**src/rtl/complx_operand_stage_if.sv**
```systemverilog
// ---------------------------------------------------------------------------
// complx_operand_stage_if
// Stream bundle between the operand memory read side, the operand stage and
// the butterfly input registers.
//
// Handshake: a beat moves across an edge exactly when valid && ready are both
// high at that edge. A producer holds its payload stable while valid is high
// and ready is low; valid never depends combinationally on ready.
//
// Signals (stage view):
//   mode_in          requested operand mode, sampled on first beat of a frame
//   s_valid/s_ready  input beat handshake, s_last marks end of frame
//   a/b_re/im_in     input operand fields (two's complement, WIDTH bits)
//   m_valid/m_ready  output beat handshake, m_last copies s_last
//   a/b_re/im_out    processed operand fields
//   idx_out          beat index within the frame (IDX_W bits, wraps)
//   sat_out          conjugate negation saturated on this beat
//   mode_active      mode locked for the currently open frame
// Modports: master = stream source / sink side, slave = the operand stage.
// ---------------------------------------------------------------------------
interface complx_operand_stage_if #(
  parameter int WIDTH = 16,
  parameter int IDX_W = 8
);
  logic [1:0]       mode_in;
  logic             s_valid;
  logic             s_ready;
  logic             s_last;
  logic [WIDTH-1:0] a_re_in;
  logic [WIDTH-1:0] b_re_in;
  logic [WIDTH-1:0] a_im_in;
  logic [WIDTH-1:0] b_im_in;
  logic             m_valid;
  logic             m_ready;
  logic             m_last;
  logic [WIDTH-1:0] a_re_out;
  logic [WIDTH-1:0] b_re_out;
  logic [WIDTH-1:0] a_im_out;
  logic [WIDTH-1:0] b_im_out;
  logic [IDX_W-1:0] idx_out;
  logic             sat_out;
  logic [1:0]       mode_active;

  modport master (
    output mode_in, s_valid, s_last, a_re_in, b_re_in, a_im_in, b_im_in,
           m_ready,
    input  s_ready, m_valid, m_last, a_re_out, b_re_out, a_im_out, b_im_out,
           idx_out, sat_out, mode_active
  );

  modport slave (
    input  mode_in, s_valid, s_last, a_re_in, b_re_in, a_im_in, b_im_in,
           m_ready,
    output s_ready, m_valid, m_last, a_re_out, b_re_out, a_im_out, b_im_out,
           idx_out, sat_out, mode_active
  );
endinterface

```
**src/rtl/complx_operand_stage.sv**
```systemverilog
// ---------------------------------------------------------------------------
// complx_operand_stage
// Registered operand stage in front of the butterfly. Each accepted beat is
// transformed according to the frame's operand mode (0 real-dup, 1 complex,
// 2 conjugate with saturation, 3 real with zero imaginary), tagged with a
// per-frame beat index and presented through an OUT + SKID two-entry buffer.
//
// Ports:
//   clk    rising-edge clock
//   rst_n  synchronous active-low reset
//   bus    complx_operand_stage_if.slave (input stream, output stream,
//          mode request and locked mode)
//
// s_ready is a pure register output (!skid_valid), so there is no
// combinational path from m_ready to s_ready.
// ---------------------------------------------------------------------------
module complx_operand_stage #(
  parameter int WIDTH = 16,
  parameter int IDX_W = 8
) (
  input logic                   clk,
  input logic                   rst_n,
  complx_operand_stage_if.slave bus
);

  typedef struct packed {
    logic             last;
    logic [WIDTH-1:0] a_re;
    logic [WIDTH-1:0] b_re;
    logic [WIDTH-1:0] a_im;
    logic [WIDTH-1:0] b_im;
    logic [IDX_W-1:0] idx;
    logic             sat;
  } beat_t;

  localparam logic [WIDTH-1:0] MIN_VAL = {1'b1, {(WIDTH-1){1'b0}}};
  localparam logic [WIDTH-1:0] MAX_VAL = {1'b0, {(WIDTH-1){1'b1}}};

  // Saturating negation: returns {saturated, value}. Only the most negative
  // value lacks a positive counterpart and clamps to the maximum.
  function automatic logic [WIDTH:0] sat_neg(input logic [WIDTH-1:0] x);
    logic [WIDTH-1:0] n;
    n = WIDTH'(0) - x;
    if (x == MIN_VAL) return {1'b1, MAX_VAL};
    else              return {1'b0, n};
  endfunction

  // Frame tracking state
  logic             frame_open_q, frame_open_d;
  logic [IDX_W-1:0] idx_q, idx_d;
  logic [1:0]       mode_active_q, mode_active_d;

  // Output buffer state
  logic             out_valid_q, out_valid_d;
  logic             skid_valid_q, skid_valid_d;
  beat_t            out_q, out_d;
  beat_t            skid_q, skid_d;

  logic             accept;
  logic [1:0]       mode_use;
  logic [WIDTH:0]   neg_a, neg_b;
  beat_t            beat_new;

  assign accept = bus.s_valid && !skid_valid_q;

  // Transform of the beat currently offered on the input. The first beat of
  // a frame uses mode_in directly since mode_active only updates afterwards.
  always_comb begin
    beat_new = '0;
    mode_use = frame_open_q ? mode_active_q : bus.mode_in;
    neg_a    = sat_neg(bus.a_im_in);
    neg_b    = sat_neg(bus.b_im_in);
    beat_new.last = bus.s_last;
    beat_new.a_re = bus.a_re_in;
    beat_new.b_re = bus.b_re_in;
    beat_new.idx  = idx_q;
    case (mode_use)
      2'd0: begin
        beat_new.a_im = bus.a_re_in;
        beat_new.b_im = bus.b_re_in;
      end
      2'd1: begin
        beat_new.a_im = bus.a_im_in;
        beat_new.b_im = bus.b_im_in;
      end
      2'd2: begin
        beat_new.a_im = neg_a[WIDTH-1:0];
        beat_new.b_im = neg_b[WIDTH-1:0];
        beat_new.sat  = neg_a[WIDTH] | neg_b[WIDTH];
      end
      default: begin
        beat_new.a_im = '0;
        beat_new.b_im = '0;
      end
    endcase
  end

  // Frame / index / locked-mode next state. idx_q is already 0 whenever the
  // frame is closed, so it is used directly as the beat's index.
  always_comb begin
    frame_open_d  = frame_open_q;
    idx_d         = idx_q;
    mode_active_d = mode_active_q;
    if (accept) begin
      if (!frame_open_q) mode_active_d = bus.mode_in;
      frame_open_d = !bus.s_last;
      idx_d        = bus.s_last ? '0 : idx_q + IDX_W'(1);
    end
  end

  // Buffer next state. accept implies SKID is empty, so a SKID->OUT move
  // never coincides with a new beat needing a slot.
  always_comb begin
    out_valid_d  = out_valid_q;
    skid_valid_d = skid_valid_q;
    out_d        = out_q;
    skid_d       = skid_q;
    if (!out_valid_q || bus.m_ready) begin
      if (skid_valid_q) begin
        out_d        = skid_q;
        out_valid_d  = 1'b1;
        skid_valid_d = 1'b0;
      end else if (accept) begin
        out_d       = beat_new;
        out_valid_d = 1'b1;
      end else begin
        out_valid_d = 1'b0;
      end
    end else if (accept) begin
      skid_d       = beat_new;
      skid_valid_d = 1'b1;
    end
  end

  always_ff @(posedge clk) begin
    if (!rst_n) begin
      frame_open_q  <= 1'b0;
      idx_q         <= '0;
      mode_active_q <= 2'd0;
      out_valid_q   <= 1'b0;
      skid_valid_q  <= 1'b0;
      out_q         <= '0;
      skid_q        <= '0;
    end else begin
      frame_open_q  <= frame_open_d;
      idx_q         <= idx_d;
      mode_active_q <= mode_active_d;
      out_valid_q   <= out_valid_d;
      skid_valid_q  <= skid_valid_d;
      out_q         <= out_d;
      skid_q        <= skid_d;
    end
  end

  assign bus.s_ready     = !skid_valid_q;
  assign bus.m_valid     = out_valid_q;
  assign bus.m_last      = out_q.last;
  assign bus.a_re_out    = out_q.a_re;
  assign bus.b_re_out    = out_q.b_re;
  assign bus.a_im_out    = out_q.a_im;
  assign bus.b_im_out    = out_q.b_im;
  assign bus.idx_out     = out_q.idx;
  assign bus.sat_out     = out_q.sat;
  assign bus.mode_active = mode_active_q;

endmodule

```
**src/flat_wrapper.sv**
```systemverilog
// flat-port wrapper written by rule: the top's interface ports become plain ports
module complx_operand_stage_flat 
#(
  parameter int WIDTH = 16,
  parameter int IDX_W = 8
)
  (clk, rst_n, bus_mode_in, bus_s_valid, bus_s_last, bus_a_re_in, bus_b_re_in, bus_a_im_in, bus_b_im_in, bus_m_ready, bus_s_ready, bus_m_valid, bus_m_last, bus_a_re_out, bus_b_re_out, bus_a_im_out, bus_b_im_out, bus_idx_out, bus_sat_out, bus_mode_active);
  complx_operand_stage_if #(.WIDTH(WIDTH), .IDX_W(IDX_W)) bus_i ();
  input logic clk;
  input logic rst_n;
  input wire logic [$bits(bus_i.mode_in)-1:0] bus_mode_in;
  input wire logic [$bits(bus_i.s_valid)-1:0] bus_s_valid;
  input wire logic [$bits(bus_i.s_last)-1:0] bus_s_last;
  input wire logic [$bits(bus_i.a_re_in)-1:0] bus_a_re_in;
  input wire logic [$bits(bus_i.b_re_in)-1:0] bus_b_re_in;
  input wire logic [$bits(bus_i.a_im_in)-1:0] bus_a_im_in;
  input wire logic [$bits(bus_i.b_im_in)-1:0] bus_b_im_in;
  input wire logic [$bits(bus_i.m_ready)-1:0] bus_m_ready;
  output wire logic [$bits(bus_i.s_ready)-1:0] bus_s_ready;
  output wire logic [$bits(bus_i.m_valid)-1:0] bus_m_valid;
  output wire logic [$bits(bus_i.m_last)-1:0] bus_m_last;
  output wire logic [$bits(bus_i.a_re_out)-1:0] bus_a_re_out;
  output wire logic [$bits(bus_i.b_re_out)-1:0] bus_b_re_out;
  output wire logic [$bits(bus_i.a_im_out)-1:0] bus_a_im_out;
  output wire logic [$bits(bus_i.b_im_out)-1:0] bus_b_im_out;
  output wire logic [$bits(bus_i.idx_out)-1:0] bus_idx_out;
  output wire logic [$bits(bus_i.sat_out)-1:0] bus_sat_out;
  output wire logic [$bits(bus_i.mode_active)-1:0] bus_mode_active;
  assign bus_i.mode_in = bus_mode_in;
  assign bus_i.s_valid = bus_s_valid;
  assign bus_i.s_last = bus_s_last;
  assign bus_i.a_re_in = bus_a_re_in;
  assign bus_i.b_re_in = bus_b_re_in;
  assign bus_i.a_im_in = bus_a_im_in;
  assign bus_i.b_im_in = bus_b_im_in;
  assign bus_i.m_ready = bus_m_ready;
  assign bus_s_ready = bus_i.s_ready;
  assign bus_m_valid = bus_i.m_valid;
  assign bus_m_last = bus_i.m_last;
  assign bus_a_re_out = bus_i.a_re_out;
  assign bus_b_re_out = bus_i.b_re_out;
  assign bus_a_im_out = bus_i.a_im_out;
  assign bus_b_im_out = bus_i.b_im_out;
  assign bus_idx_out = bus_i.idx_out;
  assign bus_sat_out = bus_i.sat_out;
  assign bus_mode_active = bus_i.mode_active;
  complx_operand_stage #(.WIDTH(WIDTH), .IDX_W(IDX_W)) u_core (.clk(clk), .rst_n(rst_n), .bus(bus_i));
endmodule
```
**config.mk**
```make
export PLATFORM = sky130hd
export DESIGN_NAME = complx_operand_stage_flat
export DESIGN_NICKNAME = d
export VERILOG_FILES = /design/src/rtl/complx_operand_stage_if.sv /design/src/rtl/complx_operand_stage.sv /design/src/flat_wrapper.sv
export SDC_FILE = /design/constraint.sdc
export NUM_CORES = 1
export LEC_CHECK = 0
export ABC_CLOCK_PERIOD_IN_PS = 6800
export BUFFER_PORTS_ARGS = -buffer_cell sky130_fd_sc_hd__buf_4
export CORE_ASPECT_RATIO = 0.6
export CORE_MARGIN = 2
export CORE_UTILIZATION = 50
export CTS_BUF_LIST = sky130_fd_sc_hd__clkbuf_8
export DETAILED_ROUTE_END_ITERATION = 6
export GPL_ROUTABILITY_DRIVEN = 0
export PLACE_DENSITY = 0.8
export SYNTH_ARGS = -nofsm -noshare
export SYNTH_HDL_FRONTEND = slang
export SYNTH_SLANG_ARGS = --single-unit
```
**constraint.sdc**
```tcl
create_clock -name clk -period 6.8 [get_ports clk]
set_input_delay 1.02 -clock clk [delete_from_list [all_inputs] [get_ports clk]]
set_output_delay 1.02 -clock clk [all_outputs]
set_load 0.02 [all_outputs]
```
==> results of run 1 <==
==> cell usage in the layout, fill, tap and decap left out, drive strengths merged, types with 7 or more instances in the layout <==
| master | synthesis | routed |
|---|---|---|
| o221ai | 9 | 9 |
| a211oi | 7 | 7 |
| a31oi | 7 | 7 |
| buf | 11 | 160 |
| nand3 | 32 | 32 |
| nand4 | 7 | 7 |
| nor4 | 19 | 19 |
| inv | 8 | 16 |
| or3 | 22 | 22 |
| or4 | 8 | 8 |
| a21boi | 46 | 46 |
| o211a | 45 | 45 |
| nor2 | 36 | 36 |
| a22o | 7 | 7 |
| nand2 | 153 | 153 |
| clkbuf | 65 | 18 |
| o21ai | 56 | 56 |
| mux2i | 48 | 48 |
| o31ai | 8 | 8 |
| nor3 | 31 | 31 |
| a22oi | 9 | 9 |
| a21oi | 48 | 48 |
| o211ai | 20 | 20 |
| dfxtp | 161 | 161 |
==> layout make-up <==
| class | count | area [µm²] |
|---|---|---|
| fillers | 1360 | 5934 |
| multi-input cells | 699 | 4424 |
| flip-flops and latches | 161 | 3227 |
| repair buffers | 160 | 1201 |
| well taps | 203 | 254.0 |
| clock buffers | 18 | 247.7 |
| clock inverters | 14 | 140.1 |
| inverters | 8 | 30.03 |
==> state kept, by name (all words and copies together) (netlist names) <==
signal and count:
u_core.bus.m_valid 1, u_core.bus.b_re_out 16, u_core.skid_valid_q 1, u_core.bus.a_re_out 16
u_core.skid_q 74, u_core.bus.mode_active 2, u_core.idx_q 8, u_core.bus.b_im_out 16
u_core.bus.sat_out 1, u_core.bus.idx_out 8, u_core.bus.m_last 1, u_core.frame_open_q 1
u_core.bus.a_im_out 16
==> final timing paths <==
kind	slack (ns)	endpoint	startpoint
worst max-delay path	3.15	bus_s_ready	u_core.skid_valid_q
worst min-delay path	0.46	u_core.skid_q[38]	u_core.skid_q[38]
worst max register to register	3.88	u_core.bus.b_im_out[15]	u_core.frame_open_q
worst min register to register	0.46	u_core.skid_q[38]	u_core.skid_q[38]
==> kinds of logic (layout without fill, tap and decap cells) <==
| family | Yosys count | count (layout) |
|---|---|---|
| and+or+nand+nor | 343 | 343 |
| AOI/OAI and AO/OA | 290 | 290 |
| buffers and inverters | 84 | 200 |
| xor gates and xnor gates | 11 | 11 |
| muxes | 52 | 52 |
| DFF | 161 | 161 |
| adders and majority gates | 3 | 3 |
==> stage by stage <==
| step | total power [mW] | cell area [µm²] |
|---|---|---|
| after floorplan | 1.287 | 7948 |
| after global placement | 1.470 | 9136 |
| after detailed placement | 1.476 | 9136 |
| after CTS | 2.170 | 9524 |
| after global routing | 2.255 | 9524 |
| final | 2.174 | 9524 |
==> power groups by stage <==
stage | Combinational, mW | Clock [mW] | Sequential [mW]
global route | 0.462 | 0.753 | 1.04
finish | 0.434 | 0.707 | 1.03
global placement | 0.417 | 0 | 1.05
CTS | 0.425 | 0.713 | 1.03
detailed placement | 0.423 | 0 | 1.05
floorplan | 0.200 | 0 | 1.09
==> worst max-delay path, stage by stage, from the launching register on <==
cell,delay (ns)
dfxtp_4,0.72
buf_4,0.60
inv_1,0.53
buf_4,0.31
==> per-layer routing <==
layer	share of wire	up-vias	global-route usage	routed length (µm)
li1	-	3674	-	-
met1	0.48	3661	0.4440	11870
met2	0.39	426	0.3922	9699
met3	0.12	27	0.08832	2999
met4	0.0094	0	0.05769	232
met5	0	-	0	0
==> key figures, run 1 <==
Outcome
  – Status: complete, no violations

Floorplanning
  – Die X: 166.8 µm
  – Initial Utilization: 0.5141
  – # rows: 35
  – Die H: 101.7 µm
  – Die Area: 16,950 µm²
  – Core Footprint: 15,460 µm²
  – Total I/O pin count: around 150

Routing
  – Via density: just over 6
  – Via count: ~7.8k
  – Drt first pass iters: 6
  – Detailed Route WL: around 25 mm
  – WL per Instance: 19.64 µm
  – Routed Antenna Nets: 0
  – DRT iter0 DRCs: 998
  – # DRC: 0

Timing
  – Worst Setup Slack, final: around 3.1 ns
  – Final setup viols: 0
  – Clk_skew: roughly 0.018 ns
  – Post-route minimum period: 3.651 ns
  – Rel. slew slack: 0.1702
  – Hold Fails Final Rpt: 0
  – Setup TNS: 0 ns
  – Period utilization: 0.5368
  – Top achievable clock speed: 273.9 MHz
  – Worst-Margin Slew: approximately 1.2 ns
  – Hold_ws: 0.4642 ns
  – RSZ-0062 raised after global routing: false
  – Final Max Slew Viols: 0

Synthesis
  – Synth Area in XOR/XNOR: 0.01212
  – Mux cell area share after synthesis: 0.06612
  – FFs w/ async S/R, synth: 0
  – Most frequent cells after synthesis: dfxtp_1, nand2_1, clkbuf_1
  – Number of synthesized flops with an enable pin: 0
  – Mapped Area: 7948 µm²
  – Post-synth top area cell: dfxtp_1
  – Register area share after synthesis: 0.4055
  – Synth top area cells: dfxtp_1, nand2_1, mux2i_1, o211a_1, a21boi_0
  – Syn Inst Count: ~940
  – Post-synth top area share: 0.4055
  – Largest family of logic cells by synthesized area: compound AO/OA/AOI/OAI gates
  – Synth Flop Type: dfxtp_1
  – Mapped Nets: 1,018
  – Unique masters post-synth: 61
  – Adder-cell share of the synthesized area: 0.004723
  – Synth Area in Compound Gates: 0.2634
  – Simple-Gate Fraction of Synth Area: 0.2072
  – Syn avg cell area: 8.419 µm²
  – YS warnings: 0
  – Most frequent cell after synthesis: dfxtp_1
  – Yosys reg bits: 161

Final layout
  – Layout cells sized above 1: 0.1981
  – Antenna diodes: 0
  – Non-filler cells, final: 1,263
  – Nets@finish: 1,121
  – P&R area growth vs syn: 19.84%
  – Core Util, Final: 0.6161

Global route
  – Global-route wire length before repair: 38.67 mm
  – Vias in the first global route: 6,749
  – Largest net degree at the start of global routing: 94
  – Tot GR Track Use: 0.2889
  – Initial antenna violation count: 0
  – Gr ovfl total: 0

Power and ir drop
  – Switching Share: 0.3224
  – Clock power share: 0.325
  – Logic pwr share: 0.199
  – Int Power: 1.473 mW
  – Seq pwr share: 0.475
  – Static Leakage: 3.972 nW
  – Net Sw Power: about 0.70 mW
  – P per Cell Area: 228.2 nW/µm²
  – Max VDD drop: 128.8 µV

CTS
  – CTS tree: built
  – Post-cts resize count: 0
  – H-tree levels: 4
  – Post-CTS Hold Fix Bufs: 0
  – Clk_lat worst skew: 0.47 ns
  – Longest Clk Path Bufs: 2
  – Count of clock tree sinks: roughly 160
  – CTS root buffer: clkbuf_8
  – Clock-pin slew on the worst setup and hold paths: approximately 0.090 ns
  – Clock buffer count from CTS: 17
  – Setup bufs post-CTS: 0

Worst setup path
  – Critical path class: flip-flop to output port
  – WP data required: 5.78 ns
  – Startpoint Class: flip-flop
  – R2r worst-path depth: 5
  – CP max FO: between 40 and 50
  – Worst Setup End Kind: output port
  – CP arrival: 2.63 ns

Place
  – Port Buffers: 148
  – HPWL Detailed: 17.20 mm
  – Dpl ws: 3.535 ns
  – Cells after DPL: 1,231

Hold path
  – Hold path depth: 2
  – Worst hold path type: flip-flop to flip-flop

Flow run
  – Max Cap Viol: 0
No activity file was read; power rests on OpenSTA's default activity.
==> inputs of run 2 (changes only) <==
- ABC_CLOCK_PERIOD_IN_PS: 6800 -> 3800
- clock period: 6.8 -> 3.8 ns (I/O delays scaled with it)
==> run 2 against run 1 <==
First-iteration DRC count is 16% higher. Hold slack got worse by 0.086 ns. Wire length is 1.8% higher. Global-route usage is 0.10 points higher.
==> key figures, run 2 (synthesis gave the netlist of run 1 again) <==
Place
  – Port Buffers: 148
  – HPWL Detailed: approximately 17 mm
  – Dpl ws: 1.047 ns

Worst setup path
  – CP delay by family, top: compound AO/OA/AOI/OAI gates
  – Stages on worst setup path: 5
  – Reg-to-Reg End: u_core.bus.a_im_out[10]
  – Reg2reg start: u_core.frame_open_q
  – Critical path class: flip-flop to flip-flop
  – CP arrival: around 3.1 ns
  – Buffers & Inverters on Critical Path: 0
  – Register-to-register setup slack: 0.99 ns
  – CP max FO: 20
  – CP peak stage delay: about 0.65 ns
  – Startpoint Class: flip-flop
  – Critical path, cell by cell: mux2_2, nor2_1, a22o_1, a211oi_1, o221ai_1
  – WP data required: between 4 and 5 ns
  – Slowest-stage cell, CP: a211oi_1
  – R2r worst-path depth: 5
  – Worst Setup End Kind: flip-flop

Global route
  – Tot GR Track Use: 0.2899
  – Global-route wire length before repair: 38.78 mm
  – Initial antenna violation count: 0
  – Gr ovfl total: 0
  – Largest net degree at the start of global routing: 78
  – Vias in the first global route: between 6k and 7k

CTS
  – CTS tree: built
  – Clock-pin slew on the worst setup and hold paths: around 0.09 ns
  – Longest Clk Path Bufs: 2
  – Setup bufs post-CTS: 0
  – Count of clock tree sinks: 161
  – Post-cts resize count: 0
  – Clock buffer count from CTS: 17
  – Clk_lat worst skew: about 0.46 ns
  – H-tree levels: 4
  – Post-CTS Hold Fix Bufs: 0
  – CTS root buffer: clkbuf_8

Routing
  – Detailed Route WL: 25.24 mm
  – Routed Antenna Nets: 0
  – Via count: around 7.9k
  – DRT iter0 DRCs: 1,155
  – Drt first pass iters: 6
  – WL per Instance: 19.87 µm
  – Via density: between 6 and 7
  – # DRC: 0

Floorplanning
  – Die H: approximately 100 µm
  – Die X: between 150 and 200 µm
  – Total I/O pin count: 149
  – Initial Utilization: 0.5141
  – Die Area: between 15,000 and 20,000 µm²
  – # rows: 35
  – Core Footprint: ~15,000 µm²

Timing
  – Setup TNS: 0 ns
  – Final setup viols: 0
  – Rel. slew slack: 0.3778
  – Period utilization: 0.7386
  – Final Max Slew Viols: 0
  – Post-route minimum period: 2.807 ns
  – Top achievable clock speed: 356.3 MHz
  – Worst Setup Slack, final: roughly 0.99 ns
  – Clk_skew: roughly 0.012 ns
  – Hold Fails Final Rpt: 0
  – Worst-Margin Slew: 0.9332 ns
  – RSZ-0062 raised after global routing: false

Final layout
  – Number of flip-flops in the largest register: between 70 and 80
  – Commonest non-fill, non-tap cell in the layout: buf_4
  – Nets@finish: 1,128
  – Filler cell count in the final layout: approximately 1.4k
  – Antenna diodes: 0
  – Layout cells sized above 1: 0.2034
  – Most frequent cells in the layout: buf_4, dfxtp_1, nand2_1
  – Reg with most FFs: u_core.skid_q
  – P&R area growth vs syn: 20.48%

Outcome
  – Status: complete, no violations

Hold path
  – Hold Path Sink: u_core.skid_q[47]
  – Worst hold path type: input port to flip-flop
  – Hold path depth: 3
  – Worst hold start: bus_b_re_in[6]

Flow run
  – Max Cap Viol: 0

Power and ir drop
  – P per Cell Area: between 400 and 500 nW/µm²
  – Static Leakage: 3.998 nW
  – Max VDD drop: 241.2 µV
==> run 2: cell types whose count changed in the layout (fill, tap and decap cells not counted) <==
cell,previous run,this run
buf_4,160,167
clkbuf_8,18,17
clkinv_4,2,4
clkinv_8,0,1
clkinvlp_4,2,3
inv_6,5,3
inv_8,2,1
==> run 2: routing by layer <==
layer  vias up  part of all wire  GRT usage
li1       3697                 -          -
met1      3712              0.47     0.4365
met2       468              0.39     0.3976
met3        36              0.12    0.08910
met4         0             0.014    0.07228
met5         -                 0          0
==> run 2: worst max-delay path by stage <==
stage	to	slack, ns	start
6_report	u_core.bus.a_im_out[10]	0.99	u_core.frame_open_q
5_1_grt	u_core.bus.a_im_out[10]	0.89	u_core.frame_open_q
4_1_cts	u_core.bus.a_im_out[10]	1.18	u_core.frame_open_q
3_5_place_dp	u_core.bus.a_im_out[10]	1.05	bus_a_im_in[0]
3_3_place_gp	u_core.bus.a_im_out[11]	1.09	bus_a_im_in[0]
2_1_floorplan	u_core.bus.b_im_out[8]	1.43	bus_b_im_in[0]
==> run 2: worst register-to-register path: cells and delay by family, from the launching register on <==
family          cells  cell delay [ns]
compound gates      3             1.15
flops               1             0.63
mux                 1             0.56
simple gates        1             0.32
==> run 2: stage by stage <==
stage	instance area, µm²	utilization	hold slack, ns	instances	total power, mW
finish	9575	0.6194	0.3783	1270	3.875
global route	9575	0.6194	0.3866	1270	4.019
CTS	9575	0.6194	0.3647	1270	3.869
detailed placement	9189	0.5944	0.4482	1238	2.644
global placement	9189	0.5944	0.4418	1238	2.634
floorplan	7948	-	0.4308	944	2.302
==> run 2: final cells by class <==
| type | instances | area, µm² | area share |
|---|---|---|---|
| Inverter | 8 | 30.03 | 0.003136 |
| Sequential cell | 161 | 3227 | 0.3370 |
| Clock buffer | 17 | 234.0 | 0.02443 |
| Timing Repair Buffer | 167 | 1254 | 0.1309 |
| Clock inverter | 15 | 152.6 | 0.01594 |
| Multi-Input combinational cell | 699 | 4424 | 0.4620 |
| Tap cell | 203 | 254.0 | 0.02653 |
==> run 2: report_power, final <==
part | leakage, nW | internal (mW) | switching, mW | total (mW)
logic | 2.49 | 0.306 | 0.482 | 0.787
registers | 1.32 | 1.78 | 0.0655 | 1.84
clock network | 0.188 | 0.535 | 0.708 | 1.24
